### config.mk
export PLATFORM = sky130hd
export DESIGN_NAME = gauss_poly_sched_flat
export DESIGN_NICKNAME = d
export VERILOG_FILES = /design/src/rtl/gauss_poly_sched_if.sv /design/src/rtl/gauss_poly_sched.sv /design/src/flat_wrapper.sv
export SDC_FILE = /design/constraint.sdc
export NUM_CORES = 1
export LEC_CHECK = 0
export ABC_AREA = 1
export ABC_CLOCK_PERIOD_IN_PS = 2100
export BUFFER_PORTS_ARGS = -buffer_cell sky130_fd_sc_hd__buf_2
export CAP_MARGIN = 40
export CORE_MARGIN = 2
export CORE_UTILIZATION = 49
export DETAILED_ROUTE_END_ITERATION = 10
export GPL_ROUTABILITY_DRIVEN = 0
export PLACE_DENSITY = 0.77
export SYNTH_ARGS = -nofsm -noshare
export SYNTH_HDL_FRONTEND = slang
export SYNTH_SLANG_ARGS = --single-unit
### constraint.sdc
create_clock -name clk -period 2.1 [get_ports clk]
set_input_delay 0.105 -clock clk [delete_from_list [all_inputs] [get_ports clk]]
set_output_delay 0.105 -clock clk [all_outputs]
set_load 0.005 [all_outputs]
### src/rtl/gauss_poly_sched_if.sv
// PRNG, sampler and coefficient-stream signals of the Gaussian polynomial scheduler.
// master = scheduler side, slave = PRNG/sampler/consumer side.
interface gauss_poly_sched_if #(
  parameter int LOGN = 9
);
  logic            rng_valid;
  logic            rng_ready;
  logic [63:0]     rng_data;
  logic            smp_valid;
  logic [63:0]     smp_r1;
  logic [63:0]     smp_r2;
  logic            smp_val_valid;
  logic [31:0]     smp_val;
  logic            coef_valid;
  logic            coef_ready;
  logic [LOGN-1:0] coef_idx;
  logic [7:0]      coef_data;

  modport master (
    input  rng_valid, rng_data, smp_val_valid, smp_val, coef_ready,
    output rng_ready, smp_valid, smp_r1, smp_r2, coef_valid, coef_idx, coef_data
  );

  modport slave (
    output rng_valid, rng_data, smp_val_valid, smp_val, coef_ready,
    input  rng_ready, smp_valid, smp_r1, smp_r2, coef_valid, coef_idx, coef_data
  );
endinterface

### src/rtl/gauss_poly_sched.sv
// Builds one keygen polynomial: pairs PRNG words, sums G sampler results per coefficient,
// rejects out-of-range / even-sum coefficients; output held until coef_ready, sampler wait unbounded.
module gauss_poly_sched #(
  parameter int LOGN = 9,
  parameter int LIM  = 127
) (
  input  logic               clk,
  input  logic               rst,
  input  logic               start,
  output logic               busy,
  output logic               done,
  output logic               err,
  output logic [15:0]        rej_cnt,
  gauss_poly_sched_if.master bus
);
  localparam int                 N         = 1 << LOGN;
  localparam int                 G         = 1 << (10 - LOGN);
  localparam logic [9:0]         CALL_LAST = 10'(G - 1);
  localparam logic [LOGN-1:0]    IDX_LAST  = LOGN'(N - 1);
  localparam logic signed [31:0] LIM_S     = 32'(LIM);

  typedef enum logic [2:0] {IDLE, FETCH1, FETCH2, ISSUE, WAIT, CHECK, OUT, DONE} state_t;

  state_t             r_state;
  logic signed [31:0] r_acc;
  logic [9:0]         r_call;
  logic [LOGN-1:0]    r_idx;
  logic               r_parity;
  logic               r_busy;
  logic               r_done;
  logic               r_err;
  logic [15:0]        r_rej_cnt;
  logic               r_rng_ready;
  logic               r_smp_valid;
  logic [63:0]        r_r1;
  logic [63:0]        r_r2;
  logic               r_coef_valid;
  logic [LOGN-1:0]    r_coef_idx;
  logic [7:0]         r_coef_data;

  logic w_rng_hs;
  logic w_reject;

  assign w_rng_hs = bus.rng_valid & r_rng_ready;
  // The final coefficient must make the total sum odd.
  assign w_reject = (r_acc > LIM_S) || (r_acc < -LIM_S) ||
                    ((r_idx == IDX_LAST) && !(r_parity ^ r_acc[0]));

  always_ff @(posedge clk) begin
    if (rst) begin
      r_state      <= IDLE;
      r_acc        <= '0;
      r_call       <= '0;
      r_idx        <= '0;
      r_parity     <= 1'b0;
      r_busy       <= 1'b0;
      r_done       <= 1'b0;
      r_err        <= 1'b0;
      r_rej_cnt    <= '0;
      r_rng_ready  <= 1'b0;
      r_smp_valid  <= 1'b0;
      r_r1         <= '0;
      r_r2         <= '0;
      r_coef_valid <= 1'b0;
      r_coef_idx   <= '0;
      r_coef_data  <= '0;
    end else begin
      case (r_state)
        IDLE: if (start) begin
          r_state     <= FETCH1;
          r_busy      <= 1'b1;
          r_rng_ready <= 1'b1;
          r_idx       <= '0;
          r_parity    <= 1'b0;
          r_acc       <= '0;
          r_call      <= '0;
          r_rej_cnt   <= '0;
          r_err       <= 1'b0;
        end
        FETCH1: if (w_rng_hs) begin
          r_r1    <= bus.rng_data;
          r_state <= FETCH2;
        end
        FETCH2: if (w_rng_hs) begin
          r_r2        <= bus.rng_data;
          r_rng_ready <= 1'b0;
          r_smp_valid <= 1'b1;
          r_state     <= ISSUE;
        end
        ISSUE: begin
          r_smp_valid <= 1'b0;
          r_state     <= WAIT;
        end
        WAIT: if (bus.smp_val_valid) begin
          r_acc <= r_acc + $signed(bus.smp_val);
          if (r_call == CALL_LAST) begin
            r_state <= CHECK;
          end else begin
            r_call      <= r_call + 10'd1;
            r_rng_ready <= 1'b1;
            r_state     <= FETCH1;
          end
        end
        CHECK: if (w_reject) begin
          if (r_rej_cnt != 16'hFFFF) r_rej_cnt <= r_rej_cnt + 16'd1;
          r_acc       <= '0;
          r_call      <= '0;
          r_rng_ready <= 1'b1;
          r_state     <= FETCH1;
        end else begin
          r_coef_valid <= 1'b1;
          r_coef_data  <= r_acc[7:0];
          r_coef_idx   <= r_idx;
          r_state      <= OUT;
        end
        OUT: if (bus.coef_ready) begin
          r_coef_valid <= 1'b0;
          r_parity     <= r_parity ^ r_acc[0];
          r_acc        <= '0;
          r_call       <= '0;
          if (r_idx == IDX_LAST) begin
            r_done  <= 1'b1;
            r_state <= DONE;
          end else begin
            r_idx       <= r_idx + 1'b1;
            r_rng_ready <= 1'b1;
            r_state     <= FETCH1;
          end
        end
        DONE: begin
          r_done  <= 1'b0;
          r_busy  <= 1'b0;
          r_state <= IDLE;
        end
        default: r_state <= IDLE;
      endcase
      // A result arriving while not waiting is dropped but flagged; this wins over a same-cycle start.
      if (bus.smp_val_valid && (r_state != WAIT)) r_err <= 1'b1;
    end
  end

  assign busy           = r_busy;
  assign done           = r_done;
  assign err            = r_err;
  assign rej_cnt        = r_rej_cnt;
  assign bus.rng_ready  = r_rng_ready;
  assign bus.smp_valid  = r_smp_valid;
  assign bus.smp_r1     = r_r1;
  assign bus.smp_r2     = r_r2;
  assign bus.coef_valid = r_coef_valid;
  assign bus.coef_idx   = r_coef_idx;
  assign bus.coef_data  = r_coef_data;
endmodule

### src/flat_wrapper.sv
// flat-port wrapper written by rule: the top's interface ports become plain ports
module gauss_poly_sched_flat 
#(
  parameter int LOGN = 9,
  parameter int LIM  = 127
)
  (clk, rst, start, busy, done, err, rej_cnt, bus_rng_valid, bus_rng_data, bus_smp_val_valid, bus_smp_val, bus_coef_ready, bus_rng_ready, bus_smp_valid, bus_smp_r1, bus_smp_r2, bus_coef_valid, bus_coef_idx, bus_coef_data);
  gauss_poly_sched_if #(.LOGN(LOGN)) bus_i ();
  input  logic clk;
  input  logic rst;
  input  logic start;
  output logic busy;
  output logic done;
  output logic err;
  output logic [15:0] rej_cnt;
  input wire logic [$bits(bus_i.rng_valid)-1:0] bus_rng_valid;
  input wire logic [$bits(bus_i.rng_data)-1:0] bus_rng_data;
  input wire logic [$bits(bus_i.smp_val_valid)-1:0] bus_smp_val_valid;
  input wire logic [$bits(bus_i.smp_val)-1:0] bus_smp_val;
  input wire logic [$bits(bus_i.coef_ready)-1:0] bus_coef_ready;
  output wire logic [$bits(bus_i.rng_ready)-1:0] bus_rng_ready;
  output wire logic [$bits(bus_i.smp_valid)-1:0] bus_smp_valid;
  output wire logic [$bits(bus_i.smp_r1)-1:0] bus_smp_r1;
  output wire logic [$bits(bus_i.smp_r2)-1:0] bus_smp_r2;
  output wire logic [$bits(bus_i.coef_valid)-1:0] bus_coef_valid;
  output wire logic [$bits(bus_i.coef_idx)-1:0] bus_coef_idx;
  output wire logic [$bits(bus_i.coef_data)-1:0] bus_coef_data;
  assign bus_i.rng_valid = bus_rng_valid;
  assign bus_i.rng_data = bus_rng_data;
  assign bus_i.smp_val_valid = bus_smp_val_valid;
  assign bus_i.smp_val = bus_smp_val;
  assign bus_i.coef_ready = bus_coef_ready;
  assign bus_rng_ready = bus_i.rng_ready;
  assign bus_smp_valid = bus_i.smp_valid;
  assign bus_smp_r1 = bus_i.smp_r1;
  assign bus_smp_r2 = bus_i.smp_r2;
  assign bus_coef_valid = bus_i.coef_valid;
  assign bus_coef_idx = bus_i.coef_idx;
  assign bus_coef_data = bus_i.coef_data;
  gauss_poly_sched #(.LOGN(LOGN), .LIM(LIM)) u_core (.clk(clk), .rst(rst), .start(start), .busy(busy), .done(done), .err(err), .rej_cnt(rej_cnt), .bus(bus_i));
endmodule
==> results of run 1 <==
## worst paths after layout
| check | startpoint | to | slack [ns] | cells after the start |
|---|---|---|---|---|
| worst max register to register | u_core.r_idx[1]$_SDFFE_PP0P_ | u_core.r_acc[14]$_SDFFE_PP0P_ | -0.004 | 14 |
| worst min register to register | u_core.bus.coef_data[6]$_SDFFE_PP0P_ | u_core.bus.coef_data[6]$_SDFFE_PP0P_ | 0.44 | 2 |
| worst max-delay path | u_core.r_idx[1]$_SDFFE_PP0P_ | u_core.r_acc[14]$_SDFFE_PP0P_ | -0.004 | 14 |
| worst min-delay path | bus_smp_val[30] | u_core.r_acc[30]$_SDFFE_PP0P_ | 0.07 | 5 |
## flip-flops by register name (all words and copies together), names as in the netlist
register               count
u_core.bus.coef_idx        9
u_core.r_call             10
u_core.r_state             3
u_core.r_parity            1
u_core.bus.smp_valid       1
u_core.err                 1
u_core.bus.coef_valid      1
u_core.busy                1
u_core.r_idx               9
u_core.done                1
u_core.bus.coef_data       8
u_core.bus.rng_ready       1
u_core.bus.smp_r2         64
u_core.rej_cnt            16
u_core.r_acc              32
u_core.bus.smp_r1         64
## kinds of logic (layout without fill, tap and decap cells)
family                   after synthesis  count (layout)
AND/OR/NAND/NOR                      860             861
AO/OA/AOI/OAI                        286             286
flip-flops                           222             222
buffers and inverters                222             587
adder cells (fa/ha/maj)               37              37
XOR/XNOR                              25              25
## synth_stat cells, drive strengths merged (3+ instances only)
master  count
nor2      388
nand3      69
nand4       7
dfxtp     222
xnor2       7
ha         36
clkbuf     48
a21o        3
o21ai     160
a21oi     109
o21bai      5
nor3b       4
nor3       17
buf        15
inv       158
or2        13
xor2       18
nand2     354
nand3b      4
## through the flow
step / setup WS, ns / setup TNS (ns) / area (um^2) / util, % / cells
CTS: -0.02395 / -0.04844 / 14730 / 65.24 / 2302
global placement: -0.09935 / -2.140 / 13120 / 58.14 / 2185
floorplan: 0.02889 / 0 / 11290 / - / 1652
global route: -0.1730 / -7.509 / 14820 / 65.66 / 2303
finish: -0.004242 / -0.004242 / 14820 / 65.66 / 2303
detailed placement: -0.1426 / -4.715 / 13120 / 58.14 / 2185
## worst max-delay path, cell delays in order (launching register included)
cell and delay (ns):
dfxtp_2 0.35, ha_4 0.14, nand3_2 0.07, nor2_2 0.10, nand2_1 0.06, nor2_1 0.09
ha_2 0.19, inv_2 0.04, or2_4 0.23, nand3_4 0.13, nand2_8 0.10, buf_12 0.18
buf_8 0.13, a21oi_2 0.12, nor2_1 0.04
## routing by layer
metal	part of all wire, %	vias to the layer above	wire length (um)
met5	0	-	0
met4	4.2	0	1501
met3	7.5	116	2663
met2	47	535	16590
met1	41	5412	14660
li1	-	5946	-
## final cells by class
class | count | area (um^2) | area share (%)
clock inverters | 7 | 91.34 | 0.6163
multi-input cells | 1209 | 6063 | 40.91
clock buffers | 36 | 716.9 | 4.837
well taps | 285 | 356.6 | 2.406
flip-flops and latches | 222 | 4448 | 30.01
repair buffers | 385 | 2534 | 17.10
inverters | 159 | 610.6 | 4.120
## power by group
part           internal, mW  total [mW]  leakage [nW]  switching [mW]
Clock                  2.51        4.33         0.394            1.82
Sequential             4.57        4.79          1.79           0.222
Combinational          1.17        2.98          5.17            1.81
## repair_timing
item	CTS	global route
endpoints found under the setup margin	70	80
endpoints found under the hold margin	132	0
pin swaps	5	3
gates cloned	1	0
gates resized for setup	19	29
buffers inserted	6	1
hold buffers	68	0
==> impl_metrics.py, run 1 <==
metrics = {
    "synthesis": {
        "async_flop_share_pct": 0,
        "synth-xor-area-share_pct": 1.947,
        "synth.area.top_cells": "dfxtp_1 40%, nor2_1 13%, nand2_1 11%",
        "syn_avg_cell_area_um2": 6.807,
        "syn_area_um2": 11250,
        "synthSimpleGateAreaFrac_pct": 32.23,
        "synth_top_cell_area_share_pct": 39.52,
        "synth-compound-area-share_pct": 14.02,
        "synth_seq_cells": 222,
        "synth_top_family_by_area": "simple AND/OR/NAND/NOR gates",
        "synth.largest_area_cell": "dfxtp_1",
        "postSynthCellCount": 1652,
        "muxShareOfSynthArea_pct": 0,
        "synth.distinct_cells": 48,
        "synth_nets": 1791,
        "yosysSeqAreaShare_pct": 39.52,
        "synth_edf_count": 0,
        "synth_ff_type": "dfxtp_1",
        "synth_adder_area_share_pct": 4.183,
        "synth-warning-count": 0,
    },
    "power_and_ir_drop": {
        "ir_drop_uv": 747.4,
        "p_leak_nw": 7.356,
        "finalPower_mw": 12.10,
        "power_density_nw_per_um2": 816.7,
    },
    "global_routing": {
        "gr-usage-met2_pct": 48.69,
        "grt_pass1_wl_um": 57330,
        "grt_pass1_vias": 11620,
        "grt_antenna_before_repair": 0,
        "grt_overflow": 0,
        "grt_max_degree": 65,
        "use_met1_pct": 35.39,
        "busiest_layer": "met2",
        "gr-usage-all-layers_pct": 28.61,
        "gr-usage-met3_pct": 5.599,
    },
    "drt": {
        "dr.pass1.iters": 5,
        "ant_nets": 0,
        "wire_per_inst_um": 15.38,
        "drcViolationCount": 0,
        "vias": 12010,
        "drt_wl_total_um": 35410,
        "drt_iter0_drc": 690,
        "routed_via_density": 5.215,
    },
    "clocking": {
        "clk_path_buf_depth": 3,
        "cts_tree": "built",
        "cts-root-buf": "clkbuf_16",
        "h-tree-depth": 1,
        "clock_sinks": 222,
        "cts_buffers": 25,
        "clk_pin_slew_ns": 0.06,
        "clkLatencyLatePin_ns": 0.54,
    },
    "floorplanning": {
        "core_area_um2": 22570,
        "fp.dieH_um": 155.5,
        "start_util_pct": 49.82,
        "die_x_um": 155.5,
        "dieArea_um2": 24180,
        "ioPinCount": 269,
        "num_rows": 55,
    },
    "timing": {
        "slew_viol_final": 0,
        "relSlewSlack_pct": 46.51,
        "fin_crit_sh_pct": 100.2,
        "setup_viol": 1,
        "timing.hold.ws_ns": 0.07119,
        "hold_viol": 0,
        "tightestPinTransition_ns": 0.8024,
        "max_freq_mhz": 475.2,
        "period_minus_slack_ns": 2.104,
        "rsz0062_at_grt": "true",
        "worst_slack_ns": -0.004242,
        "finClkSkew_ns": 0.01590,
    },
    "min_path": {
        "min_path_type": "in2reg",
    },
    "setup_path": {
        "critical_path_class": "reg2reg",
        "worstSetupStartpointType": "flop",
        "end_kind": "flop",
        "arrival_ns": 2.50,
        "worstPathRequired_ns": 2.49,
        "crit_fanout": 6,
    },
    "placement": {
        "dp_hpwl_um": 23270,
        "port_buffers": 268,
    },
    "job": {
        "max_cap_viol_count": 0,
    },
    "finish": {
        "fin_nets": 2141,
        "layout_commonest_cell": "nor2_1",
        "fillers": 1876,
        "layout-drive-gt1-share_pct": 23.74,
        "antenna_cells": 0,
        "syn_to_final_growth_pct": 31.79,
        "final_cell_mix": "375 x nor2_1, 322 x nand2_1, 268 x buf_2",
    },
    "status": {
        "violations": "negative setup slack",
        "status": "finished, violations left",
    },
}
Power figures use the tool's default switching activity.
==> run 2, diff against run 1 <==
- PLACE_DENSITY: 0.77 -> default
- PLACE_DENSITY_LB_ADDON: default -> 0.12
==> impl_metrics.py, run 2 (synthesis gave the netlist of run 1 again) <==
metrics = {
    "timing": {
        "rsz0062_at_grt": "true",
        "finClkSkew_ns": 0.01065,
        "setup_viol": 6,
        "tightestPinTransition_ns": 0.8483,
        "slew_viol_final": 0,
        "max_freq_mhz": 473.6,
        "relSlewSlack_pct": 43.45,
        "hold_viol": 0,
        "worst_slack_ns": -0.01158,
        "fin_crit_sh_pct": 100.6,
        "period_minus_slack_ns": 2.112,
    },
    "drt": {
        "drcViolationCount": 0,
        "drt_wl_total_um": 34820,
        "drt_iter0_drc": 726,
        "routed_via_density": 5.120,
        "wire_per_inst_um": 15.11,
        "vias": 11800,
        "dr.pass1.iters": 5,
        "ant_nets": 0,
    },
    "floorplanning": {
        "dieArea_um2": 24180,
        "fp.dieH_um": 155.5,
        "core_area_um2": 22570,
        "start_util_pct": 49.82,
        "ioPinCount": 269,
        "die_x_um": 155.5,
        "num_rows": 55,
    },
    "finish": {
        "layout_commonest_cell": "nor2_1",
        "utilization_pct": 65.45,
        "fin_nets": 2142,
        "layout.cells.non_filler": 2304,
        "final_cell_mix": "377 x nor2_1, 331 x nand2_1, 268 x buf_2",
        "fillers": 2046,
        "regArea_um2": 4447,
        "layout-drive-gt1-share_pct": 23.38,
        "multi_input_comb_area_um2": 6031,
        "antenna_cells": 0,
        "syn_to_final_growth_pct": 31.38,
    },
    "setup_path": {
        "reg2reg_to": "u_core.r_acc[9]$_SDFFE_PP0P_",
        "critical_path_class": "reg2reg",
        "critPathLaunch": "u_core.r_idx[1]$_SDFFE_PP0P_",
        "worstPathRequired_ns": 2.54,
        "worstSetupStartpointType": "flop",
        "crit_end": "u_core.r_acc[9]$_SDFFE_PP0P_",
        "end_kind": "flop",
        "arrival_ns": 2.55,
        "reg2reg_depth": 14,
        "r2r_start": "u_core.r_idx[1]$_SDFFE_PP0P_",
        "r2r_setup_slack_ns": -0.01,
        "crit_fanout": 9,
    },
    "power_and_ir_drop": {
        "p_leak_nw": 7.374,
        "ir_drop_uv": 835.2,
        "power_density_nw_per_um2": 812.5,
        "finalPower_mw": 12.00,
    },
    "placement": {
        "place_inst": 2192,
        "dp_hpwl_um": 24710,
        "port_buffers": 268,
    },
    "clocking": {
        "clkLatencyLatePin_ns": 0.52,
        "clk_pin_slew_ns": 0.06,
        "h-tree-depth": 1,
        "cts_tree": "built",
        "clk_path_buf_depth": 3,
        "cts-root-buf": "clkbuf_16",
        "cts_buffers": 24,
        "clock_sinks": 222,
    },
    "status": {
        "violations": "negative setup slack",
        "status": "finished, violations left",
    },
    "min_path": {
        "min_path_type": "in2reg",
    },
    "job": {
        "max_cap_viol_count": 0,
    },
    "global_routing": {
        "grt_overflow": 0,
        "grt_pass1_wl_um": 56650,
        "grt_antenna_before_repair": 1,
        "grt_pass1_vias": 11470,
        "grt_max_degree": 97,
        "gr-usage-all-layers_pct": 28.39,
    },
}
run 2: changes by cell type in the layout (fill, tap and decap cells not counted), moves of 3 or more:
cell	delta
clkinv_2	+4
buf_4	+8
clkbuf_1	-3
nor2_2	-3
nand2_2	-9
nand2_1	+9
buf_12	-3
run 2: where the power goes:
group	switching, mW	total, mW	internal (mW)	leakage [nW]
Combinational	1.74	2.85	1.11	5.17
Sequential	0.208	4.78	4.57	1.79
Clock	1.73	4.38	2.65	0.410
run 2: worst min path at each step:
stage	end	slack, ns	from	cells past startpoint
6_report	u_core.r_parity$_SDFFE_PP0P_	0.02	bus_coef_ready	4
4_1_cts	u_core.r_state[2]$_SDFFE_PP0P_	0.005	bus_coef_ready	4
3_5_place_dp	u_core.bus.smp_r2[13]$_SDFFE_PP0P_	0.35	bus_rng_data[13]	3
2_1_floorplan	u_core.bus.smp_r1[10]$_SDFFE_PP0P_	0.24	bus_rng_data[10]	2
3_3_place_gp	u_core.bus.smp_r1[13]$_SDFFE_PP0P_	0.34	bus_rng_data[13]	3
5_1_grt	u_core.r_state[2]$_SDFFE_PP0P_	0.01	bus_coef_ready	4
run 2: cell type report:
type	instances	share of cell area, %
clock buffer	35	4.963
clock inverter	7	0.5759
sequential	222	30.10
inverter	159	4.217
timing repair buffer	387	16.91
tap	285	2.414
multi-input combinational	1209	40.82
run 2: per-layer routing:
metal	part of all wire [%]	vias to the layer above	GRT usage [%]
li1	-	5957	-
met1	42	5386	34.89
met2	48	363	48.67
met3	7.0	88	6.240
met4	3.7	2	10.79
met5	0.032	-	0
run 2: worst max-delay path: stages, from the launching register on:
cell	delay, ns
dfxtp_2	0.35
ha_4	0.15
nand3_4	0.08
nor2_4	0.09
nand2_1	0.05
nor2_1	0.10
ha_2	0.19
inv_2	0.04
or2_4	0.26
nand3_4	0.14
nand2_8	0.10
nor2_8	0.14
buf_12	0.15
nand3_2	0.07
a21oi_2	0.12
run 2: what timing repair did:
item	in CTS	in global routing
buffers inserted	1	2
hold buffers	66	0
pin swaps	2	4
hold endpoints to repair	131	0
endpoints found under the setup margin	70	74
gates resized for setup	8	26
gates cloned	1	0
run 2: through the flow:
step | TNS, ns | setup WS, ns | cell area [um^2] | hold WS [ns]
2_1_floorplan | 0 | 0.02889 | 11290 | 0.2399
3_3_place_gp | -2.132 | -0.08339 | 13150 | 0.3444
3_5_place_dp | -4.932 | -0.1205 | 13150 | 0.3468
4_1_cts | -0.02196 | -0.009809 | 14670 | 0.004552
5_1_grt | -7.302 | -0.1678 | 14770 | 0.01460
6_report | -0.02890 | -0.01158 | 14770 | 0.01910
